--- src/rtl/set_assoc_cache.sv ---
// set_assoc_cache: a 2-way set-associative, write-back, write-allocate cache
// that sits between a single-word CPU port and a line-wide memory port.
//
// Parameters
//   WORD_W : CPU word width and address width
//   IDX_W  : set-index bits (2**IDX_W sets)
//   OFF_W  : word-offset bits (2**OFF_W words per line)
//
// Ports
//   clk, reset_n             : clock, synchronous active-low reset
//   cpu_rd, cpu_wr           : CPU request (both high is a write)
//   cpu_addr, cpu_wdata      : CPU word address and write data
//   cpu_rdata, cpu_ready     : read data and request-complete strobe
//   mem_rd, mem_wr           : memory line read / write strobes
//   mem_addr, mem_wdata      : line-aligned address, write-back line
//   mem_rdata, mem_ready     : fill line, memory-complete strobe
//   hit_cnt/miss_cnt/wb_cnt  : statistics counters
//   fsm_state                : current controller state (IDLE=0 WB=1 FILL=2 RESP=3)
//
// Handshakes: the CPU holds its request stable while cpu_ready=0 and the
// request completes in the cycle cpu_ready=1. The cache holds mem_rd or
// mem_wr (never both) with stable address/data until a cycle where
// mem_ready=1; that cycle completes the memory transaction.
//
// Build option: define CACHE_STATS_EN to build saturating hit/miss/
// write-back counters; otherwise the counters read as zero.
module set_assoc_cache #(
    parameter int WORD_W = 16,
    parameter int IDX_W  = 2,
    parameter int OFF_W  = 2,
    localparam int TAG_W  = WORD_W - IDX_W - OFF_W,
    localparam int LINE_W = WORD_W << OFF_W
) (
    input  logic              clk,
    input  logic              reset_n,
    input  logic              cpu_rd,
    input  logic              cpu_wr,
    input  logic [WORD_W-1:0] cpu_addr,
    input  logic [WORD_W-1:0] cpu_wdata,
    output logic [WORD_W-1:0] cpu_rdata,
    output logic              cpu_ready,
    output logic              mem_rd,
    output logic              mem_wr,
    output logic [WORD_W-1:0] mem_addr,
    output logic [LINE_W-1:0] mem_wdata,
    input  logic [LINE_W-1:0] mem_rdata,
    input  logic              mem_ready,
    output logic [15:0]       hit_cnt,
    output logic [15:0]       miss_cnt,
    output logic [15:0]       wb_cnt,
    output logic [1:0]        fsm_state
);
    localparam int SETS = 1 << IDX_W;

    typedef enum logic [1:0] {IDLE = 2'd0, WB = 2'd1, FILL = 2'd2, RESP = 2'd3} state_t;
    state_t state, next_state;

    logic [1:0][SETS-1:0] valid_q;
    logic [1:0][SETS-1:0] dirty_q;
    logic [SETS-1:0]      lru_q;      // names the least-recently-used way
    logic [TAG_W-1:0]     tag_q  [2][SETS];
    logic [LINE_W-1:0]    line_q [2][SETS];

    // Miss context captured in IDLE and used through WB/FILL/RESP
    logic [WORD_W-1:0] lat_addr;
    logic [WORD_W-1:0] lat_wdata;
    logic              lat_wr;
    logic              lat_way;

    logic [IDX_W-1:0] idx, lat_idx;
    logic [TAG_W-1:0] tag, lat_tag;
    logic [OFF_W-1:0] off, lat_off;
    assign idx     = cpu_addr[OFF_W +: IDX_W];
    assign tag     = cpu_addr[WORD_W-1 -: TAG_W];
    assign off     = cpu_addr[OFF_W-1:0];
    assign lat_idx = lat_addr[OFF_W +: IDX_W];
    assign lat_tag = lat_addr[WORD_W-1 -: TAG_W];
    assign lat_off = lat_addr[OFF_W-1:0];

    logic hit0, hit1, hit, hit_way, victim_way, req;
    assign hit0    = valid_q[0][idx] && (tag_q[0][idx] == tag);
    assign hit1    = valid_q[1][idx] && (tag_q[1][idx] == tag);
    assign hit     = hit0 || hit1;
    assign hit_way = hit1;
    assign req     = cpu_rd || cpu_wr;
    // Fill an empty way first (way0 before way1), otherwise evict the LRU way
    assign victim_way = !valid_q[0][idx] ? 1'b0 :
                        !valid_q[1][idx] ? 1'b1 : lru_q[idx];

    logic idle_hit, idle_miss, wb_done, fill_done;
    assign idle_hit  = (state == IDLE) && req && hit;
    assign idle_miss = (state == IDLE) && req && !hit;
    assign wb_done   = (state == WB) && mem_ready;
    assign fill_done = (state == FILL) && mem_ready;

    assign fsm_state = state;

    always_ff @(posedge clk) begin
        if (!reset_n) state <= IDLE;
        else          state <= next_state;
    end

    always_comb begin
        next_state = state;
        cpu_ready  = 1'b0;
        cpu_rdata  = '0;
        mem_rd     = 1'b0;
        mem_wr     = 1'b0;
        mem_addr   = '0;
        mem_wdata  = '0;
        case (state)
            IDLE: begin
                if (!req) begin
                    cpu_ready = 1'b1;
                end else if (hit) begin
                    cpu_ready = 1'b1;
                    if (!cpu_wr) cpu_rdata = line_q[hit_way][idx][int'(off)*WORD_W +: WORD_W];
                end else if (valid_q[victim_way][idx] && dirty_q[victim_way][idx]) begin
                    next_state = WB;
                end else begin
                    next_state = FILL;
                end
            end
            WB: begin
                mem_wr    = 1'b1;
                mem_addr  = {tag_q[lat_way][lat_idx], lat_idx, {OFF_W{1'b0}}};
                mem_wdata = line_q[lat_way][lat_idx];
                if (mem_ready) next_state = FILL;
            end
            FILL: begin
                mem_rd   = 1'b1;
                mem_addr = {lat_tag, lat_idx, {OFF_W{1'b0}}};
                if (mem_ready) next_state = RESP;
            end
            RESP: begin
                cpu_ready  = 1'b1;
                if (!lat_wr) cpu_rdata = line_q[lat_way][lat_idx][int'(lat_off)*WORD_W +: WORD_W];
                next_state = IDLE;
            end
            default: next_state = IDLE;
        endcase
    end

    // Tag and line storage are not reset: valid bits gate every use of them.
    always_ff @(posedge clk) begin
        if (!reset_n) begin
            valid_q   <= '0;
            dirty_q   <= '0;
            lru_q     <= '0;
            lat_addr  <= '0;
            lat_wdata <= '0;
            lat_wr    <= 1'b0;
            lat_way   <= 1'b0;
        end else begin
            if (idle_hit) begin
                lru_q[idx] <= ~hit_way;
                if (cpu_wr) begin
                    line_q[hit_way][idx][int'(off)*WORD_W +: WORD_W] <= cpu_wdata;
                    dirty_q[hit_way][idx] <= 1'b1;
                end
            end
            if (idle_miss) begin
                lat_addr  <= cpu_addr;
                lat_wdata <= cpu_wdata;
                lat_wr    <= cpu_wr;
                lat_way   <= victim_way;
            end
            if (fill_done) begin
                line_q[lat_way][lat_idx]  <= mem_rdata;
                tag_q[lat_way][lat_idx]   <= lat_tag;
                valid_q[lat_way][lat_idx] <= 1'b1;
                dirty_q[lat_way][lat_idx] <= 1'b0;
            end
            if (state == RESP) begin
                lru_q[lat_idx] <= ~lat_way;
                if (lat_wr) begin
                    line_q[lat_way][lat_idx][int'(lat_off)*WORD_W +: WORD_W] <= lat_wdata;
                    dirty_q[lat_way][lat_idx] <= 1'b1;
                end
            end
        end
    end

`ifdef CACHE_STATS_EN
    always_ff @(posedge clk) begin
        if (!reset_n) begin
            hit_cnt  <= '0;
            miss_cnt <= '0;
            wb_cnt   <= '0;
        end else begin
            if (idle_hit && hit_cnt != 16'hFFFF)   hit_cnt  <= hit_cnt + 16'd1;
            if (idle_miss && miss_cnt != 16'hFFFF) miss_cnt <= miss_cnt + 16'd1;
            if (wb_done && wb_cnt != 16'hFFFF)     wb_cnt   <= wb_cnt + 16'd1;
        end
    end
`else
    assign hit_cnt  = '0;
    assign miss_cnt = '0;
    assign wb_cnt   = '0;
`endif

endmodule

--- config.mk ---
export PLATFORM = sky130hd
export DESIGN_NAME = set_assoc_cache
export DESIGN_NICKNAME = d
export VERILOG_FILES = /design/src/rtl/set_assoc_cache.sv
export SDC_FILE = /design/constraint.sdc
export NUM_CORES = 2
export LEC_CHECK = 0
export ABC_CLOCK_PERIOD_IN_PS = 7050
export BUFFER_PORTS_ARGS = -buffer_cell sky130_fd_sc_hd__buf_2
export CORE_MARGIN = 4
export CORE_UTILIZATION = 55
export CTS_BUF_LIST = sky130_fd_sc_hd__clkbuf_4
export CTS_CLUSTER_DIAMETER = 100
export DETAILED_ROUTE_END_ITERATION = 16
export PLACE_DENSITY = 0.71
export SLEW_MARGIN = 20
export SYNTH_ARGS = -nofsm -noshare
export SYNTH_HDL_FRONTEND = slang
export SYNTH_SLANG_ARGS = --single-unit
--- constraint.sdc ---
create_clock -name clk -period 7.05 [get_ports clk]
set_clock_uncertainty 0.15 [all_clocks]
set_input_delay 0.705 -clock clk [delete_from_list [all_inputs] [get_ports clk]]
set_output_delay 0.705 -clock clk [all_outputs]
set_load 0.01 [all_outputs]
# Word level (Yosys, flattened, before mapping)
# Memories as Yosys holds them, arrays and structs flattened. A register that Yosys moved wholly into a read port is not among the register bits.
# Index checks and enable logic that the tools add are counted.
[totals]
register_bits = 56
ramBits = 608
out_inout_bits = 149
elab_cells = 678
mem_count = 2
[classes]
n_eq_ne = 9
n_lt_le_gt_ge = 13
n_shift = 6
reduce_logical = 19
n_mux = 352
bitwise_logic = 265
n_addsub = 2
[memory_table]
columns = ["name", "depth", "word_bits", "rd", "rd_ports_with_merged_regs", "write_ports", "line", "rtl"]
rows = [
  ["line_q", 2, 256, 2, 1, 1, "62", "logic [LINE_W-1:0] line_q [2][SETS];"],
  ["tag_q", 2, 48, 3, 1, 1, "61", "logic [TAG_W-1:0] tag_q [2][SETS];"],
]
[ops]
columns = ["operator", "n"]
rows = [
  ["two-way mux 256 bit", 5],
  ["two-way mux 64 bit", 8],
  ["demux 64 bit (select 2 bit)", 3],
  ["two-way mux 1 bit", 282],
  ["binary-select mux 64 bit (select 2 bit)", 2],
  ["bitwise OR 1 bit", 256],
  ["OR reduction 256 bit", 1],
  ["variable shift 16 x 33 -> 64 bit (first input constant)", 2],
  ["variable part select 16 x 33 -> 64 bit", 2],
  ["variable part select 64 x 7 -> 16 bit", 2],
  ["two-way mux 12 bit", 7],
  ["binary-select mux 12 bit (select 2 bit)", 3],
  ["negation 6 -> 33 bit", 2],
  ["two-way mux 16 bit", 4],
  ["one-hot mux 16 bit (2 select lines)", 2],
  ["two-way mux 8 bit", 7],
  ["two-way mux 48 bit", 1],
  ["two-way mux 4 bit", 9],
  ["demux 12 bit (select 2 bit)", 1],
  ["equality test 12 bit", 2],
  ["bitwise OR 8 bit", 3],
  ["logical AND 1 bit", 13],
  ["binary-select mux 1 bit (select 2 bit)", 5],
  ["two-way mux 2 bit", 5],
  ["22 further kinds", 39],
]

# Longest topological paths before layout
[logic_depth]
word_depth = 20
depth_mapped = 12
ltp_nobuf = 8

# Worst setup path before layout
# OpenSTA, ideal clock, no wires.
[synth_timing]
path_type = "input -> register"
from = "input cpu_addr[2]"
to = "memory line_q[0][192] (netlist bit), enable pin"
arrival_time_ps = 3528
setup_ps = 388
path_slack_ps = 2984
n_path_buf = 2
required_ps = 6512
stages = 10
path_cell_list = "buf_6 buf_12 mux4_2 xnor2_2 nand4_1 a2111oi_4 a41oi_4 nor4b_4 a21oi_1 nor2_1"
[synth_via]
elab_chain_cells = 12
word_cells_on_any_way = 27
classes_between = "order compare (2); eq/ne (2); mux (17); bitwise (1); reduce/logical (5)"
[synth_rtl]
columns = ["element", "line", "rtl"]
rows = [
  ["from (decl)", "38", "input logic [WORD_W-1:0] cpu_addr,"],
  ["NOT 2 -> 3 bit (not written as such)", "81, 82, 158", ""],
  ["binary-select mux 12 bit (select 2 bit) (on tied branches)", "81, 82", ""],
  ["two-way mux 12 bit (on tied branches) (2 in a row)", "81, 82", ""],
  ["equality test 12 bit (on tied branches)", "81, 82", ""],
  ["logical AND 1 bit (on tied branches)", "81, 82", ""],
  ["logical OR 1 bit", "83", "assign hit = hit0 || hit1;"],
  ["logical AND 1 bit", "91", "assign idle_hit = (state == IDLE) && req && hit;"],
  ["two-way mux 1 bit", "155", "if (idle_hit) begin"],
  ["two-way mux 1 bit", "146", "if (!reset_n) begin"],
  ["two-way mux 256 bit (not written as such)", "158", "line_q[hit_way][idx][int'(off)*WORD_W +: WORD_W] <= cpu_wdata;"],
  ["two-way mux 256 bit (no line)", "--", ""],
  ["to (decl)", "62", ""],
]
# Parallel ways exist; a longest one is shown, timed or not. The select of a mux whose other input is x is not followed.

# Worst setup path after layout
[layout_timing]
from = "input cpu_addr[2]"
to = "output cpu_rdata[14]"
[layout_via]
elab_chain_cells = 15
word_cells_on_any_way = 25
classes_between = "eq/ne (2); shift (1); mux (17); bitwise (1); reduce/logical (3); memory (1)"
[layout_rtl]
columns = ["element", "line", "rtl"]
rows = [
  ["NOT 2 -> 3 bit (not written as such)", "81, 82, 117", ""],
  ["binary-select mux 12 bit (select 2 bit)", "82", "assign hit1 = valid_q[1][idx] && (tag_q[1][idx] == tag);"],
  ["two-way mux 12 bit (not written as such) (2 in a row)", "82", ""],
  ["equality test 12 bit", "82", ""],
  ["logical AND 1 bit", "82", ""],
  ["memory read (2 x 256 bit)", "--", ""],
  ["binary-select mux 64 bit (select 2 bit)", "117", "if (!cpu_wr) cpu_rdata = line_q[hit_way][idx][int'(off)*WORD_W +: WORD_W];"],
  ["two-way mux 64 bit (not written as such) (2 in a row)", "117", ""],
  ["variable part select 64 x 7 -> 16 bit", "117", ""],
  ["two-way mux 16 bit", "117", ""],
  ["two-way mux 16 bit (*)", "115", "end else if (hit) begin"],
  ["two-way mux 16 bit (*)", "113", "if (!req) begin"],
  ["one-hot mux 16 bit (2 select lines) (*)", "111", "case (state)"],
  ["to (decl)", "40", "output logic [WORD_W-1:0] cpu_rdata,"],
]
# Every way passes the cells marked *; elsewhere a longest branch is shown, timed or not. The select of a mux whose other input is x is not followed.

==> out/summary.md <==
### Outcome
- **run status** finished clean

### Setup path
- **R2R cell count** 9
- **Reg2Reg Launch Point** lat_addr[1]$_SDFFE_PN0P_
- **kind of start point of the critical path** input port
- **CP required** 6.19 ns
- **type of element capturing the critical path** output pin
- **maximum fanout along the worst path** 80
- **R2R setup slack** 2.48 ns
- **kind of critical path** in2out
- **data arrival time of the worst path** 4.89 ns
- **end of the worst register-to-register path** line_q[1][193]$_DFFE_PP_

### Timing
- **final worst path period share** 0.815
- **worst-case headroom to the max-slew limit** 0.152
- **maximum operating frequency** 0.174 GHz
- **post-route minimum period** 5.75 ns
- **worst hold margin** 0.0956 ns
- **number of pins exceeding their max-slew limit in the final report** 0
- **final hold vios** 0
- **Finish-stage setup viols** 0
- **Worst Max-Slew Pin Slew** 1.24 ns
- **unrepaired setup endpoints after global routing** false
- **aggregate negative setup slack** 0 ns

### Finish
- **number of fill cells in the layout** 4984
- **number of nets at the end of the flow** 3229
- **fraction of final layout cells with drive strength greater than 1** 0.292
- **layout-stage area growth over the synthesis result** 12.5%
- **sequential cell area in the final layout** 0.0194 mm^2
- **area of combinational cells with multiple inputs** 0.0167 mm^2

### Synthesis
- **number of synthesized flops with an enable pin** 608
- **portion of the post-synthesis area used by sequential elements** 0.523
- **async set-or-reset flop fraction in the synthesized netlist** 0
- **count of warnings emitted by yosys** 0
- **distinct cell type count after synthesis** 71
- **main flop type after synthesis** sky130_fd_sc_hd__edfxtp_1
- **Cells after Synth** 2811
- **Avg Cell Area, Syn** 13.2 um^2
- **Cell Area, Synth** 0.0371 mm^2
- **number of flip-flops and latches in the synthesized netlist** 665

### Power and ir drop
- **peak ir drop on the vdd network** 0.156 mV
- **static leakage power** 14.3 nW
- **areal power density over the cells** 253 mW/mm^2

### Clock tree
- **Resized Gates After CTS** 0
- **total number of clock tree sinks** 665
- **clock transition at the registers of the reported paths** 0.07 ns
- **root buffer cell** sky130_fd_sc_hd__clkbuf_4
- **clk buf depth** 3
- **clock tree from TritonCTS** built
- **worst skew pair latency** 1.01 ns
- **clock buffers created by TritonCTS** 171
- **H-Tree Level Count** 4

### Placement
- **routability congestion estimate from global placement** 1.02
- **input/output buffers** 199
- **Detail Placement HPWL** 89200 um

### GRT
- **Congestion Overflow GR** 0
- **global-route wire length before repair** 184000 um
- **number of antenna violations at the first check in global routing** 13
- **gr usage total** 0.358
- **largest net degree at the start of global routing** 113
- **number of global-route vias before repair** 27.3k

### Detailed routing
- **remaining number of nets flagged by the antenna check after routing** 0
- **DRC Markers** 0
- **final WL** 130000 um
- **via density per instance** 6.90
- **TritonRoute pass-1 iters** 8
- **detail-routed net length per standard cell** 31.4 um
- **via count** 28.4k
- **number of DRC markers after the initial detailed-route iteration** 4617

### Worst hold path
- **hold-critical path depth** 3
- **worst hold path startpoint** mem_rdata[39]
- **worst hold path class** in2reg
- **hold path endpoint** line_q[1][167]$_DFFE_PP_

### Floorplan
- **chip height** 268 um
- **Total Die Area** 0.0717 mm^2
- **die boundary width** 268 um
- **row count** 94
- **I/O pin count** 250
- **floorplan core area** 0.0663 mm^2
- **Starting Density** 0.560

### Flow run
- **max-capacitance violation count** 0

==> cells in the mapped netlist (all sizes together) (4+ instances only) <==
| library cell | n | area share |
|---|---|---|
| nor2 | 309 | 0.031 |
| buf | 117 | 0.020 |
| inv | 12 | 0.0012 |
| xor2 | 6 | 0.0014 |
| a22oi | 15 | 0.0030 |
| nand2b | 15 | 0.0025 |
| or2 | 4 | 0.00067 |
| or2b | 5 | 0.0011 |
| ha | 15 | 0.0051 |
| nor2b | 113 | 0.019 |
| nor3b | 7 | 0.0014 |
| edfxtp | 608 | 0.49 |
| clkbuf | 147 | 0.015 |
| mux2 | 14 | 0.0042 |
| dfxtp | 57 | 0.031 |
| nand4 | 8 | 0.0015 |
| o22ai | 4 | 0.00067 |
| nor3 | 11 | 0.0015 |
| nor4b | 6 | 0.0026 |
| and2 | 7 | 0.0012 |
| nand2 | 177 | 0.018 |
| nand3 | 12 | 0.0016 |
| and3 | 10 | 0.0017 |
| xnor2 | 18 | 0.0051 |
| o21ai | 284 | 0.038 |
| mux4 | 338 | 0.21 |
| mux2i | 163 | 0.044 |
| o21a | 8 | 0.0016 |
| a21oi | 280 | 0.038 |
| a31oi | 7 | 0.0012 |
==> cells by family after synthesis <==
family          share of synthesized area
buf+inv                            0.0365
xor+xnor                          0.00647
flops                               0.523
mux                                 0.254
fa+ha+maj                         0.00506
other cells                      0.000101
compound gates                     0.0887
simple gates                       0.0867
==> how the worst max path moves through the flow <==
stage	from	to	cells past startpoint
after floorplan	cpu_addr[2]	line_q[0][192]$_DFFE_PP_	10
after global placement	cpu_addr[2]	cpu_rdata[14]	9
after detailed placement	cpu_addr[2]	cpu_rdata[14]	9
after CTS	register	cpu_rdata[7]	7
after global routing	register	cpu_rdata[7]	7
final	cpu_addr[2]	cpu_rdata[14]	9
==> layer usage <==
layer / vias to the layer above / GRT usage / part of all wire
met3: 467 / 0.139 / 0.17
li1: 11600 / - / -
met2: 2605 / 0.526 / 0.44
met4: 10 / 0.224 / 0.072
met5: - / 0 / 0.00049
met1: 13800 / 0.451 / 0.32
==> cell usage in the layout (no fill, tap or decap), drive strengths merged, types with 14 or more instances in the layout <==
cell	Yosys	layout
conb	1	50
dlygate4sd3	0	62
dfxtp	57	57
inv	12	17
diode	0	15
mux2	14	14
clkbuf	147	238
mux4	338	338
nor2b	113	113
a22oi	15	15
o21ai	284	284
ha	15	15
nand2b	15	15
edfxtp	608	608
clkinv	1	52
mux2i	163	163
nand2	177	177
buf	117	282
xnor2	18	18
nor2	309	309
a21oi	280	280
==> registers in the layout, summed over array words and instances, names as in the netlist, named ones only <==
register   cells
valid_q        8
lru_q          4
dirty_q        8
lat_wdata     16
lat_way        1
tag_q         96
line_q       512
lat_addr      16
fsm_state      2
lat_wr         1
==> critical path: stages <==
cell and delay, ns:
sky130_fd_sc_hd__buf_8 0.59, sky130_fd_sc_hd__mux4_2 0.62, sky130_fd_sc_hd__xor2_1 0.18, sky130_fd_sc_hd__a211oi_1 0.45
sky130_fd_sc_hd__nand4bb_4 0.66, sky130_fd_sc_hd__mux2i_1 0.35, sky130_fd_sc_hd__mux4_2 0.49, sky130_fd_sc_hd__o21ai_1 0.52
sky130_fd_sc_hd__buf_2 0.25
==> through the flow <==
| step | cells | instance area (um^2) | util | power (mW) | worst slack (ns) |
|---|---|---|---|---|---|
| floorplan | 2860 | 37300 | - | 6.21 | 2.98 |
| global placement | 3742 | 38900 | 0.586 | 7.12 | 1.54 |
| detailed placement | 3742 | 38900 | 0.586 | 7.18 | 1.48 |
| CTS | 4104 | 41700 | 0.629 | 10.5 | 1.42 |
| global route | 4111 | 41700 | 0.629 | 10.9 | 1.21 |
| finish | 4119 | 41800 | 0.629 | 10.6 | 1.30 |
==> final cells by class <==
| cell class | instances | share of cell area |
|---|---|---|
| antenna | 15 | 0.000899 |
| clock buffer | 238 | 0.0428 |
| clock inverter | 62 | 0.00932 |
| inverter | 13 | 0.00117 |
| multi-input combinational | 1918 | 0.400 |
| sequential | 665 | 0.465 |
| tap | 864 | 0.0259 |
| timing repair buffer | 344 | 0.0549 |
==> where the power goes <==
part	switching, mW	internal [mW]	total (mW)
clock	1.63	1.72	3.34
sequential	0.243	4.52	4.76
combinational	1.54	0.938	2.48
==> repair_timing <==
| item | in CTS | in global routing |
|---|---|---|
| endpoints found under the hold margin | 211 | 0 |
| hold buffers | 62 | 0 |
| buffers inserted | 0 | 0 |
Note: power is estimated with default switching activity, not from simulation.
